[config.mk]
export PLATFORM = sky130hd
export DESIGN_NAME = bf_weight_loader
export DESIGN_NICKNAME = d
export VERILOG_FILES = /design/src/rtl/bf_weight_loader.sv
export SDC_FILE = /design/constraint.sdc
export NUM_CORES = 1
export LEC_CHECK = 0
export CAP_MARGIN = 20
export CORE_MARGIN = 5
export CORE_UTILIZATION = 48
export CTS_CLUSTER_SIZE = 28
export DETAILED_ROUTE_END_ITERATION = 7
export PLACE_DENSITY_LB_ADDON = 0.3
export SLEW_MARGIN = 20
export SYNTH_ARGS = -nofsm -noshare
export SYNTH_HDL_FRONTEND = slang
export SYNTH_SLANG_ARGS = --single-unit
[constraint.sdc]
create_clock -name clock -period 1.23 [get_ports clock]
set_input_delay 0.246 -clock clock [delete_from_list [all_inputs] [get_ports clock]]
set_output_delay 0.246 -clock clock [all_outputs]
set_load 0.01 [all_outputs]
[src/rtl/bf_weight_loader.sv]
// Beamforming weight loader: writes land in a shadow bank; a commit copies the shadow bank
// into the active bank on the next frame sync. Optional feature macro: BF_WLOAD_CHECKSUM_EN.
module bf_weight_loader #(
    parameter int W_BITS = 5,
    parameter int N_CH   = 8,
    parameter int AW     = 5
) (
    input  logic                           clock,
    input  logic                           reset,
    input  logic                           wr_valid_i,
    output logic                           wr_ready_o,
    input  logic [AW-1:0]                  wr_addr_i,
    input  logic [W_BITS-1:0]              wr_data_i,
    input  logic                           commit_i,
    input  logic                           frame_sync_i,
`ifdef BF_WLOAD_CHECKSUM_EN
    input  logic [W_BITS-1:0]              commit_sum_i,
`endif
    output logic [N_CH-1:0][W_BITS-1:0]   w_cos_1_o,
    output logic [N_CH-1:0][W_BITS-1:0]   w_sin_1_o,
    output logic [N_CH-1:0][W_BITS-1:0]   w_cos_2_o,
    output logic [N_CH-1:0][W_BITS-1:0]   w_sin_2_o,
    output logic                           pending_o,
    output logic                           applied_o,
    output logic                           err_o
);

    localparam int N_WORDS  = 4 * N_CH;
    localparam int IDX_BITS = $clog2(N_WORDS);

    typedef enum logic {
        IDLE    = 1'b0,
        PENDING = 1'b1
    } state_e;

    state_e              state_q, state_d;
    logic                wr_ready_q, wr_ready_d;
    logic                pending_q, pending_d;
    logic                applied_q, applied_d;
    logic                err_q, err_d;
    logic [W_BITS-1:0]   shadow_q [N_WORDS];
    logic [W_BITS-1:0]   shadow_d [N_WORDS];
    logic [W_BITS-1:0]   active_q [N_WORDS];
    logic [W_BITS-1:0]   active_d [N_WORDS];

    logic                wr_fire;
    logic                addr_ok;
    logic                commit_ok;
    logic [IDX_BITS-1:0] wr_idx;

    assign wr_fire = wr_valid_i & wr_ready_q;
    assign wr_idx  = wr_addr_i[IDX_BITS-1:0];

    // Only a wider address space can point past the last weight word.
    generate
        if ((1 << AW) > N_WORDS) begin : g_addr_chk
            localparam logic [AW-1:0] ADDR_LIMIT = AW'(N_WORDS);
            assign addr_ok = (wr_addr_i < ADDR_LIMIT);
        end else begin : g_addr_full
            assign addr_ok = 1'b1;
        end
    endgenerate

`ifdef BF_WLOAD_CHECKSUM_EN
    logic [W_BITS-1:0] sum_q, sum_d, sum_now;

    // A write in the commit cycle belongs to that commit, so it is folded in before comparing.
    assign sum_now   = wr_fire ? (sum_q ^ wr_data_i) : sum_q;
    assign commit_ok = (sum_now == commit_sum_i);
`else
    assign commit_ok = 1'b1;
`endif

    always_comb begin
        // NOTE: every _d gets a default first so no path leaves it unassigned (no latches).
        state_d   = state_q;
        shadow_d  = shadow_q;
        active_d  = active_q;
        applied_d = 1'b0;
        err_d     = 1'b0;
`ifdef BF_WLOAD_CHECKSUM_EN
        sum_d     = sum_now;
`endif

        if (wr_fire) begin
            if (addr_ok) shadow_d[wr_idx] = wr_data_i;
            else         err_d = 1'b1;
        end

        case (state_q)
            IDLE: begin
                if (commit_i) begin
                    if (commit_ok) state_d = PENDING;
                    else           err_d   = 1'b1;
                end
            end
            PENDING: begin
                // Writes are stalled here, so shadow_q is stable for the bulk copy.
                if (frame_sync_i) begin
                    active_d  = shadow_q;
                    applied_d = 1'b1;
                    state_d   = IDLE;
`ifdef BF_WLOAD_CHECKSUM_EN
                    sum_d     = '0;
`endif
                end
            end
        endcase

        wr_ready_d = (state_d == IDLE);
        pending_d  = (state_d == PENDING);
    end

    always_ff @(posedge clock) begin
        if (reset) begin
            state_q    <= IDLE;
            wr_ready_q <= 1'b1;
            pending_q  <= 1'b0;
            applied_q  <= 1'b0;
            err_q      <= 1'b0;
            // NOTE: both banks are reset because bf_top must see known zero weights after reset.
            for (int i = 0; i < N_WORDS; i++) begin
                shadow_q[i] <= '0;
                active_q[i] <= '0;
            end
`ifdef BF_WLOAD_CHECKSUM_EN
            sum_q      <= '0;
`endif
        end else begin
            // NOTE: sequential state uses non-blocking assignments so all flops update together.
            state_q    <= state_d;
            wr_ready_q <= wr_ready_d;
            pending_q  <= pending_d;
            applied_q  <= applied_d;
            err_q      <= err_d;
            shadow_q   <= shadow_d;
            active_q   <= active_d;
`ifdef BF_WLOAD_CHECKSUM_EN
            sum_q      <= sum_d;
`endif
        end
    end

    always_comb begin
        for (int c = 0; c < N_CH; c++) begin
            w_cos_1_o[c] = active_q[c];
            w_sin_1_o[c] = active_q[N_CH + c];
            w_cos_2_o[c] = active_q[2*N_CH + c];
            w_sin_2_o[c] = active_q[3*N_CH + c];
        end
    end

    assign wr_ready_o = wr_ready_q;
    assign pending_o  = pending_q;
    assign applied_o  = applied_q;
    assign err_o      = err_q;

endmodule

# Word level (Yosys, flattened, before mapping)
# Cells that the tools add are included.
# totals
regBits,323
word_cells,83
out_inout_bits,164
# op_classes
mux,7
bitwise,4
reduce_logical,3
order_cmp,2
# op_table
op,count
$bwmux W160,1
$demux W5 S5,1
$ge A6 B6 Y1 const B,1
$lt A6 B1 Y1 const B,1
$not A5 Y6,1
$mux W5,1
$mux W1,3
$not A1 Y1,2
$pmux W1 S2,1
$reduce_and A2 Y1,1
$reduce_or A2 Y1,1
$and A1 B1 Y1,1
$logic_and A1 B1 Y1,1

# Longest topological paths before layout
# Gate-level depths: netlist of run 1.
# depth
depth_word,6
depth_mapped,6

# Least setup slack after synthesis of run 1
# Ideal clock, no wire load.
# synth_path
kind,register to register
startpoint,"register wr_ready_q, in the netlist wr_ready_o"
endpoint,register shadow_q[159] in the netlist's numbering
required_time_ns,1.098
path_buffers,1
setup_time_ns,0.132
arrival_time_ns,1.212
path_slack_ns,-0.114
path_stages_with_launch,5
synth_period_minus_slack_ns,1.344
path_cell_list,dfxtp_1 > nor4bb_1 > buf_2 > nand2_1 > mux2i_1
# synth_via
elab_chain_len,1
# synth_lines
element,line_no,rtl
start: declaration,37,"logic wr_ready_q, wr_ready_d;"
start signal: assignment,132,wr_ready_q <= wr_ready_d;
$and A1 B1 Y1,51,assign wr_fire = wr_valid_i & wr_ready_q;
end signal: assignment,136,shadow_q <= shadow_d;
end: declaration,41,logic [W_BITS-1:0] shadow_q [N_WORDS];
# No other way between the ends.
# A chain may end at the register's enable or synchronous reset.

# Worst setup path in the final report of run 1
# layout_path
startpoint,"register wr_ready_q, in the netlist wr_ready_o"
endpoint,register shadow_q[89] in the netlist's numbering
# The elaborated chain is that of the path after synthesis.

==> results of run 1 <==
cell type report:
class,instances,area (um2),area share
clock inverter,8,192.7,0.01225
tap,319,399.1,0.02538
sequential,323,6683,0.4249
multi-input combinational,536,4720,0.3001
inverter,1,3.754,0.0002386
clock buffer,54,1110,0.07056
timing repair buffer,247,2621,0.1667
registers in the layout (all words and copies together), names as in the netlist:
| register | flops |
|---|---|
| w_cos_2_o | 40 |
| shadow_q | 160 |
| w_sin_2_o | 40 |
| w_cos_1_o | 40 |
| applied_o | 1 |
| w_sin_1_o | 40 |
| pending_o | 1 |
| wr_ready_o | 1 |
cells by family after synthesis:
group / Yosys count / share of synthesized area
compound gates: 162 / 0.1265
simple gates: 213 / 0.1232
other cells: 1 / 0.0003347
buf+inv: 78 / 0.02982
mux: 160 / 0.1430
flops: 323 / 0.5772
layer usage:
metal / up-vias / wire length (um)
met5: - / 0
met4: 0 / 472
met3: 42 / 1377
met2: 195 / 13090
met1: 3720 / 12980
li1: 3715 / -
worst paths after layout:
kind | from | to | slack, ps
worst max register to register | wr_ready_o$_SDFF_PP1_ | shadow_q[89]$_SDFFE_PP0P_ | -130
worst min register to register | w_sin_1_o[39]$_SDFFE_PP0P_ | w_sin_1_o[39]$_SDFFE_PP0P_ | 460
worst max-delay path | wr_ready_o$_SDFF_PP1_ | shadow_q[89]$_SDFFE_PP0P_ | -130
worst min-delay path | reset | pending_o$_SDFF_PP0_ | 260
worst max-delay path: stages, from the launching register on:
cell and delay, ps:
dfxtp_4 360, buf_6 100, and4b_1 240, buf_12 200
buf_12 130, nand2_8 60, mux2i_1 130
per-stage QoR:
| stage | area [um2] | setup WS, ps | hold slack [ps] |
|---|---|---|---|
| 2_1_floorplan | 11210 | -30.22 | 377.8 |
| 3_3_place_gp | 13810 | -562.6 | 448.1 |
| 3_5_place_dp | 13810 | -583.0 | 453.2 |
| 4_1_cts | 14960 | -127.8 | 241.5 |
| 5_1_grt | 15730 | -166.1 | 247.7 |
| 6_report | 15730 | -127.8 | 255.6 |
power breakdown:
group | switching [W] | internal, W | total, W
clock network | 0.00404 | 0.00745 | 0.0115
logic | 0.000603 | 0.000485 | 0.00109
registers | 0.0000311 | 0.0105 | 0.0105
total | 0.00467 | 0.0184 | 0.0231
what timing repair did:
| item | in CTS | in global routing |
|---|---|---|
| setup buffers | 3 | 12 |
| cloned | 0 | 2 |
| pin swaps | 3 | 4 |
| setup endpoints to repair | 389 | 334 |
| resized for setup | 846 | 138 |
cell usage in the layout, fill, tap and decap left out:
master | synthesis | final
clkbuf_16 | 0 | 39
a22o_1 | 160 | 160
inv_1 | 1 | 1
clkinv_2 | 0 | 1
nand2_8 | 0 | 12
buf_2 | 30 | 53
and2_4 | 0 | 2
bufinv_16 | 0 | 6
nor3_2 | 1 | 1
clkinvlp_4 | 0 | 1
dfxtp_4 | 0 | 7
and3_4 | 0 | 1
nor2_4 | 0 | 1
buf_6 | 0 | 113
and4b_1 | 2 | 2
buf_8 | 0 | 1
clkbuf_1 | 46 | 5
o21a_1 | 1 | 1
and3b_2 | 0 | 3
dfxtp_1 | 323 | 164
and4_2 | 0 | 1
buf_4 | 1 | 33
mux2i_2 | 0 | 1
nand2b_1 | 165 | 160
nand2_4 | 0 | 16
buf_12 | 0 | 32
a21oi_4 | 0 | 1
nor4bb_4 | 0 | 1
dfxtp_2 | 0 | 152
conb_1 | 1 | 1
nand2_1 | 6 | 1
clkbuf_8 | 0 | 12
clkdlybuf4s50_1 | 0 | 13
nor3b_4 | 3 | 3
mux2i_1 | 160 | 159
nand2_2 | 27 | 4
nand2b_2 | 0 | 5
==> flow_metrics.env, run 1 <==
export IMPL_status="finished, violations left"
export IMPL_violations="negative setup slack"
export IMPL_core_um2=23190
export IMPL_yosysUniqueCellTypes=22
export IMPL_p_per_area_nw_per_um2=1469
export IMPL_synth_cells=937
export IMPL_syn_cell_area_um2=11200
export IMPL_use_met2=0.3330
export IMPL_ys_async_sr_fraction=0
export IMPL_arrival_ps=1730
export IMPL_hpwlAfterDp_mm=17.36
export IMPL_viasPerCell=5.156
export IMPL_synth_area_leaders="dfxtp_1 (58%), mux2i_1 (14%), a22o_1 (13%)"
export IMPL_hold_viol=0
export IMPL_wire_per_inst_um=18.77
export IMPL_grt_max_degree=73
export IMPL_rsz0062_at_grt="true"
export IMPL_worstPathRequired_ps=1610
export IMPL_insertion_delay_ps=500
export IMPL_synth_seq_cells=323
export IMPL_clock_sink_count=323
export IMPL_num_fill_cells=1678
export IMPL_initial_core_util=0.4831
export IMPL_fin_setup_tns_ps=-8975
export IMPL_areaGrowthSynthToFinish_pct=40.40
export IMPL_top_usage_layer="met2"
export IMPL_synth_edf_count=0
export IMPL_grt_pass1_wl_mm=43.72
export IMPL_grt_ovfl_total=0
export IMPL_startpoint_type="flop"
export IMPL_dieArea_um2=26500
export IMPL_die_x_um=162.8
export IMPL_endpoint_kind="flop"
export IMPL_port_buffers=177
export IMPL_peakVddDrop_v=0.001191
export IMPL_max_freq_mhz=736.5
export IMPL_cts_max_level=2
export IMPL_numCtsBuffers=34
export IMPL_hold_path_class="in2reg"
export IMPL_synthTopCellsByCount="dfxtp_1 (323), nand2b_1 (165), a22o_1 (160), mux2i_1 (160), clkbuf_1 (46)"
export IMPL_num_antenna_cells=0
export IMPL_worstSetupPathType="reg2reg"
export IMPL_yosys_cell_count_top_type="dfxtp_1"
export IMPL_gp_congestion=0.7504
export IMPL_fp_row_count=56
export IMPL_cts_tree="built"
export IMPL_ios=179
export IMPL_hold_depth=4
export IMPL_finClkSkew_ps=9.013
export IMPL_firstDrtPassIters=6
export IMPL_cp_max_fo=8
export IMPL_maxSlewViolCount=0
export IMPL_period_needed_ps=1358
export IMPL_yosysTopAreaCellShare=0.5772
export IMPL_min_period_over_period=1.104
export IMPL_seq_area_frac_synth=0.5772
export IMPL_drc_errors=0
export IMPL_synth_top_area_cell="dfxtp_1"
export IMPL_leakage_nw=7.445
export IMPL_routed_wirelength_mm=27.92
export IMPL_setup_ws_ps=-127.8
export IMPL_vias=7672
export IMPL_antenna_left=0
export IMPL_antenna_found_initial=0
export IMPL_synth_warnings=0
export IMPL_syn_area_per_cell_um2=11.96
export IMPL_power_total_w=0.02310
export IMPL_die_y_um=162.8
export IMPL_reg2regPathDepth=6
export IMPL_grt_usage=0.2038
export IMPL_report_final_setup_viol=154
export IMPL_grt_use_met1=0.2805
export IMPL_clk_path_buf_depth=3
export IMPL_dp_cells=1409
export IMPL_grtUsageMet3=0.03872
export IMPL_cts_root_buf="clkbuf_16"
export IMPL_grt_pass1_vias=7917
export IMPL_clk_pin_slew_ps=60
export IMPL_fin_cells=1488
export IMPL_drtIter0Drc=397
export IMPL_layout_drive_gt1_share=0.4294
export IMPL_fin_nets=1158
export IMPL_drv_cap=0
export IMPL_syn_nets=952
export IMPL_synthFlopType="dfxtp_1"
export IMPL_hold_buffers=0
export IMPL_final_core_util=0.6782
(Power assumes the default switching activity.)
==> inputs of run 2 (changes only) <==
--- a/config.mk
+++ b/config.mk
@@ -7,5 +7,4 @@
 export LEC_CHECK = 0
 export CAP_MARGIN = 20
-export CORE_MARGIN = 5
 export CORE_UTILIZATION = 48
 export CTS_CLUSTER_SIZE = 28
==> constraint.sdc (replaced) <==
create_clock -name clock -period 1.23 [get_ports clock]
set_input_delay 0.1845 -clock clock [delete_from_list [all_inputs] [get_ports clock]]
set_output_delay 0.1845 -clock clock [all_outputs]
set_load 0.01 [all_outputs]
==> run 2 against run 1 <==
Combinational power is 23% higher. Flip-flop and latch count stayed put. Die area is 9.6% lower. Clock skew is 5.0 ps higher. Maximum frequency is 3.2% lower. Register-to-register slack worse by 40 ps. Routed wire length is 11% higher. Clock power is 14% lower. The run still ends with negative setup slack left. Non-clock buffer count is 30 higher. Hold slack worse by 86 ps.
==> flow_metrics.env, run 2 (synthesis gave the netlist of run 1 again) <==
export IMPL_status="finished, violations left"
export IMPL_violations="negative setup slack"
export IMPL_clk_pin_slew_ps=70
export IMPL_rsz0062_at_grt="true"
export IMPL_layout_drive_gt1_share=0.4279
export IMPL_grt_usage=0.2311
export IMPL_ios=179
export IMPL_hold_buffers=0
export IMPL_die_x_um=154.8
export IMPL_areaGrowthSynthToFinish_pct=40.16
export IMPL_num_antenna_cells=0
export IMPL_min_period_over_period=1.140
export IMPL_hold_path_class="in2reg"
export IMPL_hpwlAfterDp_mm=16.47
export IMPL_gp_congestion=0.7464
export IMPL_initial_core_util=0.4918
export IMPL_final_common_cell="dfxtp_1"
export IMPL_mostFrequentLayoutCells="dfxtp_1 (179), nand2b_1 (160), a22o_1 (160)"
export IMPL_fin_nets=1185
export IMPL_slew_limit_headroom=0.6041
export IMPL_drc_errors=0
export IMPL_arrival_ps=1880
export IMPL_vias=7998
export IMPL_report_final_setup_viol=267
export IMPL_firstDrtPassIters=4
export IMPL_cts_root_buf="clkbuf_16"
export IMPL_cts_tree="built"
export IMPL_wl_met3_mm=1.779
export IMPL_finClkSkew_ps=14.01
export IMPL_grt_ovfl_total=0
export IMPL_holdCritStartpoint="reset"
export IMPL_die_y_um=154.8
export IMPL_top_layer="met4"
export IMPL_maxSlewViolCount=0
export IMPL_drv_cap=0
export IMPL_viasPerCell=5.314
export IMPL_timing_rr_start="wr_ready_o$_SDFF_PP1_"
export IMPL_clk_path_buf_depth=3
export IMPL_startpoint_type="flop"
export IMPL_cp_max_fo=5
export IMPL_grt_pass1_vias=7848
export IMPL_p_per_area_nw_per_um2=1386
export IMPL_hold_viol=0
export IMPL_wire_per_inst_um=20.56
export IMPL_setup_ws_ps=-172.7
export IMPL_worstSetupPathType="reg2reg"
export IMPL_tightest_slew_ps=593.2
export IMPL_antenna_left=0
export IMPL_grt_max_degree=50
export IMPL_peakVddDrop_v=0.0009739
export IMPL_max_freq_mhz=712.9
export IMPL_routed_wirelength_mm=30.94
export IMPL_wl_met2_mm=14.43
export IMPL_core_um2=22780
export IMPL_period_needed_ps=1403
export IMPL_antenna_found_initial=0
export IMPL_dieArea_um2=23960
export IMPL_grt_pass1_wl_mm=43.73
export IMPL_fp_row_count=55
export IMPL_numCtsBuffers=31
export IMPL_port_buffers=177
export IMPL_largest_register_ff_count=160
export IMPL_cts_max_level=1
export IMPL_final_core_util=0.6894
export IMPL_m1WireLength_mm=14.15
export IMPL_endpoint_kind="flop"
export IMPL_placed_area_um2=13660
export IMPL_leakage_nw=7.516
export IMPL_clock_sink_count=323
export IMPL_worstPathRequired_ps=1710
export IMPL_stdcell_area_um2=15700
export IMPL_regMostFlops="shadow_q"
export IMPL_crit_start="wr_ready_o$_SDFF_PP1_"
export IMPL_num_fill_cells=1603
export IMPL_drtIter0Drc=370
export IMPL_insertion_delay_ps=550
## run 2: cell types whose count changed in the layout (fill, tap and decap cells not counted), moves of 4 or more
cell / delta
dfxtp_1: +15
nand2_4: -5
buf_2: +79
dfxtp_2: -14
clkinv_2: +4
clkbuf_16: +8
buf_16: +6
buf_6: -70
nand2_8: +6
buf_4: -5
buf_8: +7
## run 2: worst max-delay path, cell delays in order (launching register included)
cell and delay [ps]:
dfxtp_4 360, buf_6 100, nor4bb_4 200, buf_6 170, buf_12 140, nand2_2 120, mux2i_1 220
## run 2: layout make-up
class | instances | area [um2] | area share
Clock buffer | 45 | 918.4 | 0.05849
Tap cell | 313 | 391.6 | 0.02494
Inverter | 1 | 3.754 | 0.0002390
Clock inverter | 10 | 153.9 | 0.009801
Multi-Input combinational cell | 536 | 4780 | 0.3044
Sequential cell | 323 | 6661 | 0.4242
Timing Repair Buffer | 277 | 2794 | 0.1779
## run 2: path summary, 6_finish.rpt
check                                     to  slack [ps]  cells past startpoint
setup / recovery   shadow_q[79]$_SDFFE_PP0P_        -170                      6
setup reg to reg   shadow_q[79]$_SDFFE_PP0P_        -170                      6
hold reg to reg    w_sin_1_o[2]$_SDFFE_PP0P_         460                      1
hold / removal    shadow_q[157]$_SDFFE_PP0P_         170                      4
## run 2: timing repair
action,4_1_cts,5_1_grt
setup buffers,14,17
gates cloned,5,20
endpoints found under the setup margin,474,375
pin swaps,8,14
gates resized for setup,819,118
## run 2: report_power, final
part	total, W	switching [W]	leakage [nW]	internal, W
registers	0.0105	0.0000341	2.68	0.0105
clock network	0.00991	0.00393	0.533	0.00597
logic	0.00134	0.000705	4.31	0.000630
## run 2: metrics by stage
step	std cells	power, W	setup TNS (ps)	hold WS (ps)	worst slack [ps]
5_1_grt	1505	0.02240	-30140	179.5	-240.5
6_report	1505	0.02177	-16920	169.7	-172.7
2_1_floorplan	937	0.01124	-30.22	316.3	-30.22
4_1_cts	1470	0.02161	-6997	158.4	-127.5
3_3_place_gp	1396	0.01166	-123420	448.6	-442.5
3_5_place_dp	1396	0.01167	-129590	452.1	-467.2
## run 2: routing by layer
layer	up-vias	track usage
li1	3780	-
met1	3911	0.3215
met2	257	0.3777
met3	50	0.02970
met4	0	0.06318
met5	-	0
